[src/rtl/operand_queue_credit_arbiter_pkg.sv]
// Shared definitions for the lane operand-queue credit arbiter.
// Provides the operand queue indices, queue count, credit counter type and
// the per-queue buffer depth vector. The operand queues stage and the
// arbiter both read the depths from here so they can never disagree.
package operand_queue_credit_arbiter_pkg;

    typedef enum logic [3:0] {
        AluA,
        AluB,
        MulFPUA,
        MulFPUB,
        MulFPUC,
        StA,
        SlideAddrGenA,
        MaskB,
        MaskM
    } opqueue_e;

    localparam int unsigned NrOperandQueues = 9;
    localparam int unsigned OpCntWidth      = 3;

    typedef logic [OpCntWidth-1:0] credit_t;

    // Index NrOperandQueues-1 (MaskM) down to 0 (AluA).
    localparam credit_t [NrOperandQueues-1:0] OpQueueDepth = {
        3'd1, 3'd1, 3'd2, 3'd2, 3'd5, 3'd5, 3'd5, 3'd5, 3'd5
    };

endpackage

[src/rtl/operand_queue_credit_arbiter_rr_prio.sv]
// Round-robin arbiter with a strict-priority override.
// Ports:
//   en_i       - allow a grant this cycle
//   req_i      - eligible requests
//   prio_i     - priority mask; eligible priority requests win, lowest index first
//   ptr_i      - current round-robin pointer
//   gnt_o      - one-hot grant or zero
//   next_ptr_o - pointer for the next cycle (granted+1 on a round-robin grant)
module operand_queue_credit_arbiter_rr_prio #(
    parameter  int unsigned NrReq    = 9,
    localparam int unsigned PtrWidth = (NrReq > 1) ? $clog2(NrReq) : 1
) (
    input  logic                en_i,
    input  logic [NrReq-1:0]    req_i,
    input  logic [NrReq-1:0]    prio_i,
    input  logic [PtrWidth-1:0] ptr_i,
    output logic [NrReq-1:0]    gnt_o,
    output logic [PtrWidth-1:0] next_ptr_o
);

    logic [NrReq-1:0] prio_req;
    logic [NrReq-1:0] hi_mask;
    logic [NrReq-1:0] hi_req;
    logic [NrReq-1:0] pick_src;
    logic [NrReq-1:0] pick;

    always_comb begin
        prio_req = req_i & prio_i;
        // Requests at or above the pointer; if none, the plain request
        // vector provides the wrap-around to index 0.
        hi_mask  = ~((NrReq'(1) << ptr_i) - NrReq'(1));
        hi_req   = req_i & hi_mask;

        if (|prio_req) begin
            pick_src = prio_req;
        end else if (|hi_req) begin
            pick_src = hi_req;
        end else begin
            pick_src = req_i;
        end

        // Isolate the lowest set bit.
        pick  = pick_src & (~pick_src + NrReq'(1));
        gnt_o = en_i ? pick : '0;

        next_ptr_o = ptr_i;
        if (en_i && !(|prio_req) && (|req_i)) begin
            for (int q = 0; q < int'(NrReq); q++) begin
                if (pick[q]) begin
                    next_ptr_o = (q == int'(NrReq) - 1) ? '0 : PtrWidth'(q + 1);
                end
            end
        end
    end

endmodule

[src/rtl/operand_queue_credit_arbiter.sv]
// Shares the lane's single VRF operand read slot among the operand queues.
// Each queue holds a credit counter equal to its free buffer space; credits
// are taken at issue, so a read in flight already owns its slot.
// Ports:
//   clk_i, rst_i - clock, synchronous active-high reset
//   req_i        - queue has an element ready to read from the VRF
//   prio_i       - strict-priority mask
//   stall_i      - VRF read slot unavailable this cycle
//   gnt_o        - one-hot/zero issue grant (drives operand_issued_i)
//   consume_i    - queue output handshake, returns one credit
//   flush_i      - queue discarded, credits restore to depth
//   credits_o    - registered credit count per queue
//   err_o        - sticky credit-overflow error
module operand_queue_credit_arbiter
    import operand_queue_credit_arbiter_pkg::*;
#(
    parameter int unsigned NrQueues = NrOperandQueues,
    parameter int unsigned CntWidth = OpCntWidth,
    parameter logic [NrQueues-1:0][CntWidth-1:0] QueueDepth = OpQueueDepth
) (
    input  logic                               clk_i,
    input  logic                               rst_i,
    input  logic [NrQueues-1:0]                req_i,
    input  logic [NrQueues-1:0]                prio_i,
    input  logic                               stall_i,
    output logic [NrQueues-1:0]                gnt_o,
    input  logic [NrQueues-1:0]                consume_i,
    input  logic [NrQueues-1:0]                flush_i,
    output logic [NrQueues-1:0][CntWidth-1:0] credits_o,
    output logic                               err_o
);

    localparam int unsigned PtrWidth = (NrQueues > 1) ? $clog2(NrQueues) : 1;

    logic [CntWidth-1:0] credits_q [NrQueues];
    logic [NrQueues-1:0] has_credit;
    logic [NrQueues-1:0] elig;
    logic [NrQueues-1:0] gnt;
    logic [NrQueues-1:0] overflow;
    logic [PtrWidth-1:0] ptr_q;
    logic [PtrWidth-1:0] ptr_next;
    logic                err_q;
    logic                arb_en;

    assign arb_en = ~stall_i & ~rst_i;
    // consume_i deliberately does not feed eligibility: a returned credit
    // becomes visible only through the register on the following cycle.
    assign elig   = req_i & has_credit & ~flush_i;

    operand_queue_credit_arbiter_rr_prio #(
        .NrReq (NrQueues)
    ) i_arb (
        .en_i       (arb_en),
        .req_i      (elig),
        .prio_i     (prio_i),
        .ptr_i      (ptr_q),
        .gnt_o      (gnt),
        .next_ptr_o (ptr_next)
    );

    assign gnt_o = gnt;
    assign err_o = err_q;

    for (genvar q = 0; q < int'(NrQueues); q++) begin : g_credit
        assign has_credit[q] = (credits_q[q] != '0);
        assign credits_o[q]  = credits_q[q];
        // A consume with no matching grant while already full means the
        // queue returned a credit it never took.
        assign overflow[q]   = consume_i[q] & ~gnt[q] & ~flush_i[q]
                             & (credits_q[q] >= QueueDepth[q]);

        always_ff @(posedge clk_i) begin
            if (rst_i || flush_i[q]) begin
                credits_q[q] <= QueueDepth[q];
            end else if (gnt[q] && !consume_i[q]) begin
                credits_q[q] <= credits_q[q] - CntWidth'(1);
            end else if (!gnt[q] && consume_i[q] && !overflow[q]) begin
                credits_q[q] <= credits_q[q] + CntWidth'(1);
            end
        end
    end

    always_ff @(posedge clk_i) begin
        if (rst_i) begin
            ptr_q <= '0;
            err_q <= 1'b0;
        end else begin
            ptr_q <= ptr_next;
            if (|overflow) begin
                err_q <= 1'b1;
            end
        end
    end

endmodule

[config.mk]
export PLATFORM = sky130hd
export DESIGN_NAME = operand_queue_credit_arbiter
export DESIGN_NICKNAME = d
export VERILOG_FILES = /design/src/rtl/operand_queue_credit_arbiter_pkg.sv /design/src/rtl/operand_queue_credit_arbiter_rr_prio.sv /design/src/rtl/operand_queue_credit_arbiter.sv
export SDC_FILE = /design/constraint.sdc
export NUM_CORES = 1
export LEC_CHECK = 0
export ABC_AREA = 1
export CAP_MARGIN = 20
export CORE_UTILIZATION = 45
export CTS_CLUSTER_DIAMETER = 150
export CTS_CLUSTER_SIZE = 12
export DETAILED_ROUTE_END_ITERATION = 7
export PLACE_DENSITY = 0.77
export SLEW_MARGIN = 5
export SYNTH_ARGS = -nofsm -noshare
export SYNTH_HDL_FRONTEND = slang
export SYNTH_SLANG_ARGS = --single-unit
[constraint.sdc]
create_clock -name clk_i -period 4.4 [get_ports clk_i]
set_input_delay 1.32 -clock clk_i [delete_from_list [all_inputs] [get_ports clk_i]]
set_output_delay 1.32 -clock clk_i [all_outputs]
set_load 0.01 [all_outputs]
* Word-level counts from Yosys, hierarchy flattened *
Memories as Yosys holds them, arrays and structs flattened.
Cells that the tools add are included.

storage, ports and cells
  RAM bits = 27
  memories = 1
  word-level logic and storage cells = 299
  output and inout port bits = 37
  bits in registers = 5

memories
  name       words  width  rd ports  clocked after Yosys merged registers in  write ports  RTL line                            source
  credits_q  9      3      9         0                                        9            operand_queue_credit_arbiter.sv:35  logic [CntWidth-1:0] credits_q [NrQueues];

cells by class
  mux-type cells = 111
  reduce and logical (&&, ||, !) cells = 81
  add/sub/neg operators = 20
  magnitude comparators = 9
  bitwise operators = 74
  shift-type cells = 1

operator list
  kind                                                                                 count
  1-bit two-way mux                                                                    81
  3-bit two-way mux                                                                    18
  9-bit AND                                                                            5
  4-bit two-way mux                                                                    9
  9-bit OR reduction                                                                   4
  1-bit logical AND                                                                    29
  1-bit AND                                                                            28
  1-bit zero test                                                                      28
  3-bit by 1-bit adder with 3-bit output, second input constant                        9
  9-bit two-way mux                                                                    3
  9-bit NOT                                                                            3
  3-bit nonzero test                                                                   9
  3-bit by 1-bit subtractor with 3-bit output, second input constant                   9
  1-bit NOT                                                                            20
  1-bit OR                                                                             18
  3-bit greater-or-equal comparator, second input constant                             5
  9-bit by 1-bit adder with 9-bit output, second input constant                        1
  1-bit logical OR                                                                     9
  9-bit nonzero test                                                                   1
  1-bit by 4-bit << shifter with 9-bit output, first input constant                    1
  9-bit by 2-bit subtractor with 9-bit output, second input constant                   1
  3-bit by 1-bit greater-or-equal comparator with 1-bit output, second input constant  2
  3-bit by 2-bit greater-or-equal comparator with 1-bit output, second input constant  2
  2-bit AND reduction                                                                  1

* Longest topological paths before layout *
  depth in word-level cells = 22
  mapped depth = 21

* By module *
From an unflattened synthesis, not the netlist that was laid out.

second synthesis, totals
  cells, all modules = 503
  area total of the unflattened synthesis = 3445.8 µm²

by module, submodules not included
  module                                area an instance (µm²)  cells an instance  instances
  operand_queue_credit_arbiter          2512.4                  321                1
  operand_queue_credit_arbiter_rr_prio  933.4                   182                1

* Worst setup path after synthesis *
OpenSTA, ideal clock, no wires.

  path type = in2out
  start point = input port req_i[1]
  end point = output port gnt_o[5]
  data arrival time = 2.672 ns
  required time = 3.080 ns
  cell stages on the path = 14
  setup slack = 0.408 ns
  path through = inv_1 -> nor2_1 -> nand3_1 -> nand2_1 -> nor2_1 -> nand3_1 -> buf_2 -> nor2_1 -> nand2_1 -> nand2_1 -> nand2_2 -> nor2_1 -> nand4_1 -> inv_1

between the ends
  longest elaborated chain between the ends = 10
  elaborated cells between the ends (all ways) = 12
  those cells by class = 1 x add/sub; 3 x mux; 6 x bitwise; 2 x reduce/logical

ends and longest elaborated chain
  element                                 RTL line                                    source
  start, declared                         operand_queue_credit_arbiter.sv:23          input logic [NrQueues-1:0] req_i,
  9-bit AND (*) (2 in series)             operand_queue_credit_arbiter.sv:48          assign elig = req_i & has_credit & ~flush_i;
  9-bit AND                               operand_queue_credit_arbiter_rr_prio.sv:32  hi_req = req_i & hi_mask;
  9-bit OR reduction                      operand_queue_credit_arbiter_rr_prio.sv:36  end else if (|hi_req) begin
  9-bit two-way mux                       operand_queue_credit_arbiter_rr_prio.sv:36
  9-bit two-way mux (*)                   operand_queue_credit_arbiter_rr_prio.sv:34  if (|prio_req) begin
  9-bit NOT                               operand_queue_credit_arbiter_rr_prio.sv:43  pick = pick_src & (~pick_src + NrReq'(1));
  9-bit by 1-bit adder with 9-bit output  operand_queue_credit_arbiter_rr_prio.sv:43
  9-bit AND (*)                           operand_queue_credit_arbiter_rr_prio.sv:43
  9-bit two-way mux (*)                   operand_queue_credit_arbiter_rr_prio.sv:44  gnt_o = en_i ? pick : '0;
  end, declared                           operand_queue_credit_arbiter.sv:26          output logic [NrQueues-1:0] gnt_o,

Every way passes the cells marked *; elsewhere a longest branch is shown, timed or not.

* Worst setup path in the final report *
  start point = input port flush_i[1]
  end point = output port gnt_o[7]

between the ends
  longest elaborated chain between the ends = 10
  elaborated cells between the ends (all ways) = 12
  those cells by class = 1 x add/sub; 3 x mux; 6 x bitwise; 2 x reduce/logical

ends and longest elaborated chain
  element                                 RTL line                                    source
  start, declared                         operand_queue_credit_arbiter.sv:28          input logic [NrQueues-1:0] flush_i,
  9-bit NOT (*)                           operand_queue_credit_arbiter.sv:48
  9-bit AND (*)                           operand_queue_credit_arbiter.sv:48
  9-bit AND                               operand_queue_credit_arbiter_rr_prio.sv:32
  9-bit OR reduction                      operand_queue_credit_arbiter_rr_prio.sv:36
  9-bit two-way mux                       operand_queue_credit_arbiter_rr_prio.sv:36
  9-bit two-way mux (*)                   operand_queue_credit_arbiter_rr_prio.sv:34
  9-bit NOT                               operand_queue_credit_arbiter_rr_prio.sv:43
  9-bit by 1-bit adder with 9-bit output  operand_queue_credit_arbiter_rr_prio.sv:43
  9-bit AND (*)                           operand_queue_credit_arbiter_rr_prio.sv:43
  9-bit two-way mux (*)                   operand_queue_credit_arbiter_rr_prio.sv:44

Marks and branches as above.

==> flow_summary.ini <==
[power]
p_per_area_mw_per_mm2 = 209
leakage_nw = 2.45
finalPower_mw = 1.07
ir_worst_vdd_v = 0.000154

[drt]
via_count = 3964
wl_per_cell_um = 16.2
dr.pass1.iters = 5
postRouteAntennaNets = 0
drt-total-wl_mm = 11.7
viasPerCell = 5.51
drtIter0Drc = 295
drc = 0

[global_routing]
grt_pass1_vias = 3801
antenna_found_initial = 0
grt_overflow = 0
grt_max_degree = 15
grt_usage_pct = 27.5
grt_pass1_wl_mm = 16.4

[worst_setup_path]
path_max_fanout = 5
path_buf_inv = 5
cpPeakStageDelay_ns = 0.17
crit_type = input port to primary output
cpMaxStageDelayCell = buf_4
cp.arrival_ns = 3.13
crit_path_end_kind = primary output
worstPathCellList = clkbuf_2, nor2_2, buf_4, nand3_2, nand2_2, nor2_2, nand2_2, nor2_4, nand2_4, nand3_4, nand2_4, nand2_8, nor2_4, nand4_1, buf_4, inv_2, buf_6
cp_top_family = simple AND/OR/NAND/NOR gates
required_ns = 3.08
rrSetupSlack_ns = 0.17
start_kind = input port

[yosys]
ys_ff_latch = 32
synth_cell_type_count = 38
async_flop_share_pct = 0
syn_area_mm2 = 0.00329
synthFlopType = edfxtp_1
avgSynthCellArea_um2 = 7.09
syn_nets = 540
seq_area_frac_synth_pct = 27.7
synth_edf_count = 27
synthCells = 464
ys_warn_count = 0

[floorplan]
dieHeight_um = 87.5
die_w_um = 87.5
design.portCount = 76
die_area_mm2 = 0.00766
core_area_mm2 = 0.00694
rows = 30
start_util_pct = 47.4

[layout]
layout_common_cells = inv_1, buf_4, nand2_1
fin_nets = 698
fin_cells = 719
diodes = 0
final_util_pct = 73.6
layout-drive-gt1-share_pct = 34.8
syn_to_final_growth_pct = 55.3
mostFrequentLayoutCell = inv_1
n_fill_cell = 500

[timing]
slew_viol_final = 0
relSlewSlack_pct = 69.4
fin_ws_ns = -0.0469
worstMarginPinSlew_ns = 0.454
whs_ns = 0.558
period_needed_ns = 4.45
fin_crit_sh_pct = 101
clock_skew_ns = 0.00751
hold_viol = 0
fmax_mhz = 225
finalSetupViolCount = 5

[placement]
post-place-ws_ns = -0.740
hpwl_mm = 7.15
portBuffers = 75
place_inst = 679
place.gp.congestion = 0.888

[outcome]
status = finished, violations left
violations = negative setup slack

[clock_network]
clock-sinks = 32
clock_path_buffers = 2
holdBufCountCts = 0
cts_buffers = 5
htreeDepth = 2
cts_root_buf = clkbuf_8
clkTransAtPathRegs_ns = 0.07
cts_tree = yes
clock_latency_ns = 0.29

[min_path]
hold_path.class = flop to flop

[flow_run]
max_cap_viol_count = 0
## timing repair
item,in CTS,in global routing
gates cloned,1,0
setup buffers,30,5
gates resized for setup,123,95
endpoints found under the setup margin,9,16
pin swaps,41,46
## final cells by class
cell class / instances / area, um2 / area share (%)
clock inverters: 2 / 33.8 / 0.661
multi-input cells: 337 / 2380 / 46.5
well taps: 96 / 120 / 2.35
repair buffers: 154 / 1240 / 24.2
clock buffers: 6 / 82.6 / 1.62
flip-flops and latches: 32 / 911 / 17.8
inverters: 92 / 350 / 6.85
## final timing paths
kind,startpoint,depth (start not counted),endpoint
setup / recovery,flush_i[1],17,gnt_o[7]
hold / removal,ptr_q[0],2,ptr_q[0]
setup reg to reg,ptr_q[1],25,credits_q[7][0]
hold reg to reg,ptr_q[0],2,ptr_q[0]
## per-layer routing
metal	vias up	GRT usage, %	routed length, um
li1	1822	-	-
met1	1818	30.1	4330
met2	250	48.9	5620
met3	74	7.49	1050
met4	0	14.0	677
met5	-	0	0
## report_power, final
part | internal (mW) | switching (mW) | total [mW]
sequential | 0.346 | 0.0180 | 0.364
combinational | 0.183 | 0.221 | 0.404
clock | 0.182 | 0.118 | 0.301
total | 0.711 | 0.358 | 1.07
## worst register-to-register path, stage by stage, from the launching register on
cell and delay (ns):
dfxtp_1 0.57, inv_1 0.19, nand3_1 0.14, ha_1 0.26, nand2_4 0.10, nand2_1 0.08, o21ai_2 0.07, nor2_1 0.22
nor2_4 0.09, nand2_4 0.15, nand3_4 0.11, nand2_4 0.12, nand2_8 0.07, nor2_4 0.15, nand4_1 0.13, buf_4 0.16
buf_4 0.12, buf_4 0.12, buf_4 0.12, buf_4 0.12, buf_4 0.12, buf_4 0.12, buf_4 0.12, buf_4 0.14
and3_4 0.15, nand3b_1 0.23
## sequential cells by signal, indices dropped and copies added (netlist names)
register	cells
err_o	1
credits_q	27
ptr_q	4
## through the flow
stage	TNS, ns	cell area, um2
after global placement	-5.65	4500
after floorplan	0	3290
after CTS	0	4970
after global routing	-0.937	5110
final	-0.147	5110
after detailed placement	-6.09	4500
## Yosys cell counts (7+ instances only)
cell type | count | area share [%]
inv_1 | 87 | 9.9
nand2_1 | 74 | 8.4
nor2_1 | 55 | 6.3
nand3_1 | 49 | 7.5
ha_1 | 37 | 14
edfxtp_1 | 27 | 25
nand4_1 | 20 | 3.8
a21oi_1 | 17 | 2.6
xor2_1 | 12 | 3.2
nor3_1 | 11 | 1.7
nand2_2 | 9 | 1.7
xnor2_1 | 7 | 1.9
## cells by family (layout without fill, tap and decap cells)
group | after synthesis | count (layout) | synth area share [%]
DFF | 32 | 32 | 27.7
and+or+nand+nor | 239 | 240 | 34.7
xor gates and xnor gates | 19 | 19 | 5.06
adders and majority gates | 37 | 37 | 14.1
buffers and inverters | 96 | 254 | 11.1
muxes | 2 | 2 | 0.608
AOI/OAI and AO/OA | 39 | 39 | 6.77
Power figures use the tool's default switching activity.
